File: src/rtl/fifo_ram_ctrl.sv
// Pointer/flag controller for a single-clock FIFO built on an external
// combinational-read dual-port RAM. This block owns every pointer and all flow control.
module fifo_ram_ctrl #(
  parameter int ADDR_SIZE     = 4,
  parameter int DATA_SIZE     = 8,
  parameter int AFULL_THRESH  = 12,
  parameter int AEMPTY_THRESH = 2
) (
  input  logic                 clk,
  input  logic                 reset,
  input  logic                 wr_en,
  input  logic [DATA_SIZE-1:0] wr_data,
  input  logic                 rd_en,
  output logic [DATA_SIZE-1:0] rd_data,
  output logic                 rd_valid,
  output logic                 full,
  output logic                 empty,
  output logic                 almost_full,
  output logic                 almost_empty,
  output logic [ADDR_SIZE:0]   count,
  output logic                 overflow,
  output logic                 underflow,
  output logic                 ram_wr_en,
  output logic [ADDR_SIZE-1:0] ram_wr_addr,
  output logic [DATA_SIZE-1:0] ram_wr_data,
  output logic                 ram_rd_en,
  output logic [ADDR_SIZE-1:0] ram_rd_addr,
  input  logic [DATA_SIZE-1:0] ram_rd_data
);

  localparam int PW = ADDR_SIZE + 1;
  localparam logic [PW-1:0] AF_LVL = PW'(AFULL_THRESH);
  localparam logic [PW-1:0] AE_LVL = PW'(AEMPTY_THRESH);

  logic [PW-1:0]        wr_ptr_reg, wr_ptr_next;
  logic [PW-1:0]        rd_ptr_reg, rd_ptr_next;
  logic [PW-1:0]        count_reg, count_next;
  logic                 full_reg, full_next;
  logic                 empty_reg, empty_next;
  logic                 afull_reg, afull_next;
  logic                 aempty_reg, aempty_next;
  logic                 overflow_reg, overflow_next;
  logic                 underflow_reg, underflow_next;
  logic [DATA_SIZE-1:0] rd_data_reg, rd_data_next;
  logic                 rd_valid_reg;
  logic                 push_ok, pop_ok;

  // Acceptance uses only registered flags, so flags never depend on wr_en/rd_en combinationally.
  always_comb begin
    push_ok = wr_en & ~full_reg & ~reset;
    pop_ok  = rd_en & ~empty_reg & ~reset;
  end

  always_comb begin
    wr_ptr_next    = wr_ptr_reg + PW'(push_ok);
    rd_ptr_next    = rd_ptr_reg + PW'(pop_ok);
    count_next     = count_reg + PW'(push_ok) - PW'(pop_ok);
    full_next      = (wr_ptr_next[ADDR_SIZE-1:0] == rd_ptr_next[ADDR_SIZE-1:0]) &&
                     (wr_ptr_next[ADDR_SIZE] != rd_ptr_next[ADDR_SIZE]);
    empty_next     = (wr_ptr_next == rd_ptr_next);
    afull_next     = (count_next >= AF_LVL);
    aempty_next    = (count_next <= AE_LVL);
    overflow_next  = overflow_reg | (wr_en & full_reg);
    underflow_next = underflow_reg | (rd_en & empty_reg);
    rd_data_next   = pop_ok ? ram_rd_data : rd_data_reg;
  end

  always_ff @(posedge clk) begin
    if (reset) begin
      wr_ptr_reg    <= '0;
      rd_ptr_reg    <= '0;
      count_reg     <= '0;
      full_reg      <= 1'b0;
      empty_reg     <= 1'b1;
      afull_reg     <= 1'b0;
      aempty_reg    <= 1'b1;
      overflow_reg  <= 1'b0;
      underflow_reg <= 1'b0;
      rd_data_reg   <= '0;
      rd_valid_reg  <= 1'b0;
    end else begin
      wr_ptr_reg    <= wr_ptr_next;
      rd_ptr_reg    <= rd_ptr_next;
      count_reg     <= count_next;
      full_reg      <= full_next;
      empty_reg     <= empty_next;
      afull_reg     <= afull_next;
      aempty_reg    <= aempty_next;
      overflow_reg  <= overflow_next;
      underflow_reg <= underflow_next;
      rd_data_reg   <= rd_data_next;
      rd_valid_reg  <= pop_ok;
    end
  end

  // RAM side is a straight decode of the current pointers and acceptance.
  always_comb begin
    ram_wr_en   = push_ok;
    ram_wr_addr = wr_ptr_reg[ADDR_SIZE-1:0];
    ram_wr_data = wr_data;
    ram_rd_en   = pop_ok;
    ram_rd_addr = rd_ptr_reg[ADDR_SIZE-1:0];
  end

  always_comb begin
    rd_data      = rd_data_reg;
    rd_valid     = rd_valid_reg;
    full         = full_reg;
    empty        = empty_reg;
    almost_full  = afull_reg;
    almost_empty = aempty_reg;
    count        = count_reg;
    overflow     = overflow_reg;
    underflow    = underflow_reg;
  end

endmodule

File: config.mk
export PLATFORM = sky130hd
export DESIGN_NAME = fifo_ram_ctrl
export DESIGN_NICKNAME = d
export VERILOG_FILES = /design/src/rtl/fifo_ram_ctrl.sv
export SDC_FILE = /design/constraint.sdc
export NUM_CORES = 1
export LEC_CHECK = 0
export CORE_UTILIZATION = 40
export DETAILED_ROUTE_END_ITERATION = 10
export PLACE_DENSITY = 0.75
export SLEW_MARGIN = 20
export SYNTH_ARGS = -nofsm -noshare
export SYNTH_HDL_FRONTEND = slang
export SYNTH_SLANG_ARGS = --single-unit
export TNS_END_PERCENT = 100
File: constraint.sdc
create_clock -name clk -period 2.99 [get_ports clk]
set_clock_uncertainty 0.1 [all_clocks]
set_input_delay 0.299 -clock clk [delete_from_list [all_inputs] [get_ports clk]]
set_output_delay 0.299 -clock clk [all_outputs]
set_load 0.05 [all_outputs]
==> flow_metrics.env <==
export IMPL_ant_nets=0
export IMPL_syn_inst=149
export IMPL_place_detailed_hpwl_um=2110
export IMPL_worstSkewPairLatency_ps=320
export IMPL_syn_avg_cell_area_um2=9.14
export IMPL_htreeDepth=2
export IMPL_path_clk_slew_ps=90
export IMPL_critPathLaunchType="input port"
export IMPL_ctsHoldBuffers=0
export IMPL_antenna_found_initial=0
export IMPL_hp_class="reg2reg"
export IMPL_wl_um=2630
export IMPL_setup_viol=0
export IMPL_root_buffer="clkbuf_4"
export IMPL_cts_max_path_buffers=2
export IMPL_io_buffers=41
export IMPL_die_y_um=60.4
export IMPL_core_area_um2=3150
export IMPL_layout_setup_ws_ps=323
export IMPL_end_kind="flop"
export IMPL_status="completed"
export IMPL_syn_num_nets=179
export IMPL_num_rows=20
export IMPL_largest_register_ff_count=8
export IMPL_place_congestion=0.808
export IMPL_worstSetupPathType="in2reg"
export IMPL_die_x_um=60.4
export IMPL_grt_overflow=0
export IMPL_cts_resized_gates=0
export IMPL_grt_use_total=0.162
export IMPL_floorplan_initialDensity=0.432
export IMPL_grt_pass1_vias=1022
export IMPL_powerDensity_nw_per_um2=665
export IMPL_ir_drop_mv=0.511
export IMPL_dpl_worst_slack_ps=-29.1
export IMPL_cpLargestDelayFamily="buffers and inverters"
export IMPL_timing_fmax_mhz=375
export IMPL_path_max_fanout=4
export IMPL_synth_warnings=0
export IMPL_fin_crit_ps=2670
export IMPL_slowest_delay_ps=540
export IMPL_required_ps=3120
export IMPL_antenna_cells=0
export IMPL_yosysSeqAreaShare=0.441
export IMPL_cts_sinks=30
export IMPL_final_max_slew_violation_count=0
export IMPL_layout_drive_gt1_share=0.126
export IMPL_ys_ff_latch=30
export IMPL_drtPass1Iterations=4
export IMPL_grt_max_degree=19
export IMPL_maxCapViolCount=0
export IMPL_multiInputGateArea_um2=596
export IMPL_crit_chain="clkdlybuf4s50_1 > buf_4 > nor2_4 > ha_1 > inv_1 > ha_1 > inv_1 > fa_1 > and2b_1 > o21ai_2 > a21oi_1 > nor3b_2 > a2111oi_2"
export IMPL_num_nets_final=212
export IMPL_die_area_um2=3640
export IMPL_cp_arrival_ps=2790
export IMPL_netlist_area_um2=1360
export IMPL_slowest_stage="clkdlybuf4s50_1"
export IMPL_critPathBufInv=4
export IMPL_fin_util=0.570
export IMPL_worstMarginPinSlew_ps=516
export IMPL_area_sequential_um2=602
export IMPL_nFillCells=298
export IMPL_dr_total_vias=1035
export IMPL_ys_types=26
export IMPL_area_growth_pct=31.9
export IMPL_grt_setup_unrepaired="false"
export IMPL_finalCritPeriodShare=0.892
export IMPL_cts_setup_buffers=0
export IMPL_slew_headroom=0.655
export IMPL_drc=0
export IMPL_drt_first_iter_violations=20
export IMPL_boundaryPins=58
export IMPL_p_leak_uw=0.000720
export IMPL_grt_pass1_wl_um=4270
export IMPL_cts_tree="yes"
export IMPL_via_per_inst=4.58
export IMPL_cts_buffers=5
export IMPL_post_drt_wl_per_cell_um=11.6
export IMPL_hold_viol_final=0
[cells in the final DEF, fill, tap and decap left out, types with 2 or more instances in the layout]
master / synthesis / layout
clkdlybuf4s50_1: 0 / 39
dfxtp_1: 30 / 29
nand2_1: 17 / 17
nor2_1: 13 / 12
a21oi_1: 12 / 12
inv_1: 9 / 9
ha_1: 9 / 9
xnor2_1: 8 / 8
nor2b_1: 7 / 7
buf_4: 16 / 7
nand3_1: 5 / 5
xor2_1: 5 / 5
clkbuf_4: 0 / 5
nor3_1: 2 / 2
clkinv_2: 0 / 2
[area by class of cell]
type,count,area share
sequential,30,0.335
multi-input combinational,89,0.331
timing repair buffer,47,0.258
tap,44,0.0306
clock buffer,5,0.0209
inverter,9,0.0188
clock inverter,2,0.00557
[cell families (layout without fill, tap and decap cells)]
group	Yosys count	after routing	synth area share
DFF	30	30	0.441
xor gates and xnor gates	13	13	0.0836
and+or+nand+nor	49	49	0.171
adders and majority gates	10	10	0.0973
AOI/OAI and AO/OA	17	17	0.0799
buffers and inverters	30	63	0.128
[cell usage after synthesis (all sizes together)]
cell     instances  area (um^2)
xnor2            8         70.1
nor3             2         10.0
xor2             5         43.8
and2             1         8.76
buf             19          133
a21o             2         16.3
o21ai            1         8.76
nand2           17         63.8
nand2b           1         6.26
fa               1         20.0
nand4            1         6.26
nor2            13         48.8
dfxtp           30          601
nor3b            1         12.5
a21oi           13         68.8
a2111oi          1         15.0
nand3            5         25.0
ha               9          113
clkbuf           2         7.51
inv              9         33.8
and2b            1         7.51
nor2b            7         43.8
[power breakdown]
part / internal (uW) / switching (uW) / total [uW]
sequential: 448 / 26.9 / 475
combinational: 203 / 302 / 505
clock: 84.3 / 131 / 215
[stage by stage]
stage	cells	power (uW)	hold slack, ps	setup TNS [ps]	cell area (um^2)
floorplan	149	872	288	0	1370
global placement	219	979	344	0	1750
detailed placement	219	993	351	-29.1	1750
CTS	226	1210	366	0	1800
global route	226	1260	382	0	1800
finish	226	1200	362	0	1800
[metal layers]
metal  routed length, um  track usage
met4                  65       0.0797
met1                1080        0.174
met5                   0            0
met2                1330        0.273
met3                 155       0.0704
[tightest hold or removal path: stages (launching register included)]
cell,delay (ps)
dfxtp_1,320
nand2_1,50
a21oi_1,50
[final timing paths]
check	slack, ps	depth (start not counted)	start	end
max	320	13	reset	almost_empty$_SDFF_PP1_
min	360	2	rd_data[7]$_SDFFE_PP0P_	rd_data[7]$_SDFFE_PP0P_
max reg2reg	390	12	empty$_SDFF_PP1_	almost_empty$_SDFF_PP1_
min reg2reg	360	2	rd_data[7]$_SDFFE_PP0P_	rd_data[7]$_SDFFE_PP0P_
No activity file was read; power rests on OpenSTA's default activity.
